`src/rtl/rptr_handler_fwft.sv`:
```
// rptr_handler_fwft
//   Read-side pointer handler for an asynchronous FIFO (read clock domain only).
//   It keeps the binary and Gray read pointers and a registered empty flag, and
//   drives the FIFO memory read port (registered memory with one-cycle latency).
//   A two-entry first-word-fall-through buffer hands words to the consumer over
//   a valid/ready handshake at one word per cycle.
//
//   Ports:
//     r_clk, r_rst   read clock, synchronous active-high reset
//     g_wptr_sync    Gray write pointer, already synchronised to r_clk
//     b_rptr         binary read pointer; [PTR_WIDTH-2:0] is the memory address
//     g_rptr         Gray read pointer, sent to the write-domain synchroniser
//     empty          registered empty flag
//     mem_rd_en      memory read strobe (combinational)
//     mem_rd_data    memory read data, valid one edge after mem_rd_en
//     r_valid/r_ready/r_data   consumer handshake, r_data is the buffer head
//     r_level        (RPTR_LEVEL_EN only) words still held in memory
//
//   Optional feature macro: RPTR_LEVEL_EN adds the r_level output.
module rptr_handler_fwft #(
  parameter int PTR_WIDTH  = 4,
  parameter int DATA_WIDTH = 8
) (
  input  logic                  r_clk,
  input  logic                  r_rst,
  input  logic [PTR_WIDTH-1:0]  g_wptr_sync,
  output logic [PTR_WIDTH-1:0]  b_rptr,
  output logic [PTR_WIDTH-1:0]  g_rptr,
  output logic                  empty,
  output logic                  mem_rd_en,
  input  logic [DATA_WIDTH-1:0] mem_rd_data,
`ifdef RPTR_LEVEL_EN
  output logic [PTR_WIDTH-1:0]  r_level,
`endif
  output logic                  r_valid,
  input  logic                  r_ready,
  output logic [DATA_WIDTH-1:0] r_data
);

  logic [PTR_WIDTH-1:0]  b_rptr_next, g_rptr_next;
  logic                  inflight;
  logic [1:0]            count, count_next;
  logic [DATA_WIDTH-1:0] head_q, tail_q, head_next, tail_next;
  logic [2:0]            occ;
  logic                  pop;

  assign pop = r_valid & r_ready;

  // Occupancy including the word the memory is returning this cycle. Fetch only
  // while that total, less the word leaving now, stays under two: the buffer
  // can then never overflow, and a pop every cycle keeps a fetch every cycle.
  assign occ       = {1'b0, count} + {2'b00, inflight};
  assign mem_rd_en = !empty && (occ < (3'd2 + {2'b00, pop}));

  assign b_rptr_next = b_rptr + {{(PTR_WIDTH-1){1'b0}}, mem_rd_en};
  assign g_rptr_next = (b_rptr_next >> 1) ^ b_rptr_next;

  // Buffer: head_q is the oldest word, tail_q the second one.
  always_comb begin
    count_next = count;
    head_next  = head_q;
    tail_next  = tail_q;
    case ({inflight, pop})
      2'b10: begin
        count_next = count + 2'd1;
        if (count == 2'd0) head_next = mem_rd_data;
        else               tail_next = mem_rd_data;
      end
      2'b01: begin
        count_next = count - 2'd1;
        head_next  = tail_q;
      end
      2'b11: begin
        // Occupancy unchanged; the arriving word goes behind whatever remains.
        if (count == 2'd2) begin
          head_next = tail_q;
          tail_next = mem_rd_data;
        end else begin
          head_next = mem_rd_data;
        end
      end
      default: ;
    endcase
  end

  always_ff @(posedge r_clk) begin
    if (r_rst) begin
      b_rptr   <= '0;
      g_rptr   <= '0;
      empty    <= 1'b1;
      inflight <= 1'b0;
      count    <= 2'd0;
      r_valid  <= 1'b0;
      head_q   <= '0;
      tail_q   <= '0;
    end else begin
      b_rptr   <= b_rptr_next;
      g_rptr   <= g_rptr_next;
      // Full-width Gray compare against the post-increment pointer: the last
      // fetched word raises empty on the same edge. A stale write pointer can
      // only keep empty set longer.
      empty    <= (g_rptr_next == g_wptr_sync);
      inflight <= mem_rd_en;
      count    <= count_next;
      r_valid  <= (count_next != 2'd0);
      head_q   <= head_next;
      tail_q   <= tail_next;
    end
  end

  assign r_data = head_q;

`ifdef RPTR_LEVEL_EN
  logic [PTR_WIDTH-1:0] b_wptr;

  always_comb begin
    b_wptr = '0;
    b_wptr[PTR_WIDTH-1] = g_wptr_sync[PTR_WIDTH-1];
    for (int i = PTR_WIDTH-2; i >= 0; i--)
      b_wptr[i] = b_wptr[i+1] ^ g_wptr_sync[i];
  end

  // Words not yet read out of memory (buffered and in-flight words excluded).
  always_ff @(posedge r_clk) begin
    if (r_rst) r_level <= '0;
    else       r_level <= b_wptr - b_rptr_next;
  end
`endif

endmodule
```
`config.mk`:
```
export PLATFORM = sky130hd
export DESIGN_NAME = rptr_handler_fwft
export DESIGN_NICKNAME = d
export VERILOG_FILES = /design/src/rtl/rptr_handler_fwft.sv
export SDC_FILE = /design/constraint.sdc
export NUM_CORES = 1
export LEC_CHECK = 0
export CORE_AREA = 8 8 56 58
export DETAILED_ROUTE_END_ITERATION = 16
export DIE_AREA = 0 0 64 66
export DONT_BUFFER_PORTS = 1
export PLACE_DENSITY_LB_ADDON = 0.1
export SYNTH_ARGS = -nofsm -noshare
export SYNTH_HDL_FRONTEND = slang
export SYNTH_SLANG_ARGS = --single-unit
export TNS_END_PERCENT = 50
```
`constraint.sdc`:
```
create_clock -name r_clk -period 2.6 [get_ports r_clk]
set_input_delay 0.26 -clock r_clk [delete_from_list [all_inputs] [get_ports r_clk]]
set_output_delay 0.26 -clock r_clk [all_outputs]
set_load 0.01 [all_outputs]
```
==> run metrics <==
sequential fraction of the synthesis area=43.4%; GR peak layer=met2; overall power=0.00128 W; met3 Usage GRT=4.24%; worst skew pair latency=320 ps; Slew @ Worst Pin=931 ps; Die Y=66 um; Setup violations, final=0; Worst-path clk slew=140 ps; synth-to-layout area growth=6.10%; mean area per synthesized cell=10.1 um^2; Placeable Area=2320 um^2; grt ovf=0; Netlist Area Pre-Place=1290 um^2; CTS Buffer Depth=2; vias per cell=5.70; ys async rst share=0%; Startpoint Class=flop; Post-Syn Nets=150; DRC Markers=0; Syn. warnings=0; DR WL/cell=16.1 um; met1 usage=15.1%; Crit path arrival time=2680 ps; IO Port Bufs=0; CTS Buf Count=3; Gate Count Post-Synth=128; setup TNS=0 ps; post-route clock period utilization=94.0%; post-layout net count=154; min Tclk post-route=2440 ps; Max Fclk=0.409 GHz; first-pass GRT wire length=4560 um; vias post-DR=917; clk sink count=28; IO Pins=34; RSZ-0062 raised after global routing=false; commonest non-fill, non-tap cell in the layout=dfxtp_1; Synth area leader=dfxtp_1; First-pass DRT Iterations=4; outcome=complete, no violations; leak pwr=0.535 nW; hold crit path type=in2reg; Routed WL=2600 um; H-tree Lvls=1; fin. max-slew vios=0; Max IR drop VDD=502 uV; root buf cell=clkbuf_4; TritonCTS clock tree=yes; maxcap violations=0; CP Max Fanout=4; Cell Rows=18; largest net degree at the start of global routing=28; Slew HR=37.7%; Post-synth EDFFs=0; vias in the first global route=965; share of Yosys cell area claimed by the top area cell type=43.4%; Yosys cell types=32; CP Class=reg2reg; critical path endpoint category=flop; initial antenna violation count=0; Post-synth top flop=dfxtp_1; initial core utilization=55.7%; main area contributors after synthesis=dfxtp_1, mux2i_1, ha_1; PwrDens=937 nW/um^2; ANT nets after route=0; worst clock skew=1.30 ps; final hold violation count=0; ANT cells=0; required time of the critical path=2830 ps; initial drt markers=34; GPL Wtd Cong=0.746; GRT Total Usage=13.4%; width of the die=64 um; met2 Track Usage GR=22.2%; die area=4220 um^2; Detailed Place HPWL=1960 um; fraction of layout cells with a size suffix above 1=11.5%; #FFs+latches synth=28; most frequent cells in the layout=dfxtp_1, nor2_1, mux2i_1
power breakdown:
| group | switching (W) | internal [W] | total [W] | leakage, nW |
|---|---|---|---|---|
| logic | 0.000253 | 0.000203 | 0.000457 | 0.285 |
| registers | 0.0000983 | 0.000524 | 0.000622 | 0.229 |
| clock network | 0.000119 | 0.0000856 | 0.000205 | 0.0210 |
metrics by stage:
stage | instances | worst slack, ps | cell area (um^2) | util [%] | hold WS, ps
after detailed placement | 155 | 197 | 1310 | 56.6 | 337
final | 161 | 156 | 1370 | 59.1 | 83.9
after floorplan | 128 | 156 | 1290 | - | 407
after global placement | 155 | 329 | 1310 | 56.6 | 335
after global routing | 161 | 29.8 | 1370 | 59.1 | 57.3
after CTS | 160 | 159 | 1360 | 58.6 | 2.21
flip-flops by register name, indices dropped and copies added (netlist names):
register and flops:
empty 1, tail_q 8, g_rptr 3, b_rptr 4, r_valid 1, r_data 8, count 2, inflight 1
path summary, 6_finish.rpt:
| check | start | endpoint | slack, ps | cells past startpoint |
|---|---|---|---|---|
| hold / removal | mem_rd_data[6] | tail_q[6] | 80 | 2 |
| setup reg to reg | inflight | empty | 160 | 9 |
| hold reg to reg | tail_q[6] | tail_q[6] | 520 | 2 |
| setup / recovery | inflight | empty | 160 | 9 |
layer usage:
layer | routed length (um) | vias to the layer above | part of all wire, %
met3 | 194 | 4 | 7.5
met5 | 0 | - | 0
met4 | 30 | 0 | 1.2
met1 | 1100 | 440 | 42
met2 | 1280 | 19 | 49
li1 | - | 454 | -
synth_stat cells (2+ instances only):
| library cell | number |
|---|---|
| dfxtp_1 | 28 |
| nor2_1 | 20 |
| mux2i_1 | 9 |
| a221oi_1 | 8 |
| nor3_1 | 8 |
| ha_1 | 7 |
| nor2b_1 | 6 |
| xnor2_1 | 6 |
| clkbuf_1 | 3 |
| nand2_1 | 3 |
| nand2b_1 | 3 |
| a21o_1 | 2 |
| buf_4 | 2 |
| inv_1 | 2 |
| nor2_2 | 2 |
| o21ai_0 | 2 |
| xor2_1 | 2 |
critical path, cell delays in order (launching register included):
cell and delay, ps:
dfxtp_1 370, ha_1 210, ha_1 270, a211oi_1 320, ha_1 250, ha_1 240
xnor3_1 360, nand2b_1 90, o22ai_1 80, a21o_1 180
what timing repair did:
action,4_1_cts,5_1_grt
setup endpoints to repair,0,0
hold buffers,1,1
buffers inserted,0,0
gates resized for setup,0,0
hold endpoints to repair,27,1
kinds of logic after synthesis:
family,share of synthesized area (%)
multiplexers,8.91
AO/OA/AOI/OAI,12.5
buffers and inverters,3.49
adder cells (fa/ha/maj),6.78
AND/OR/NAND/NOR,16.5
flip-flops,43.4
XOR/XNOR,8.43
layout make-up:
class                      count  area [um^2]
inverter                       2         7.51
timing repair buffer           5         42.5
fill                         210          950
clock buffer                   4         36.3
multi-input combinational     92          686
tap                           30         37.5
sequential                    28          561
Power figures use the tool's default switching activity.
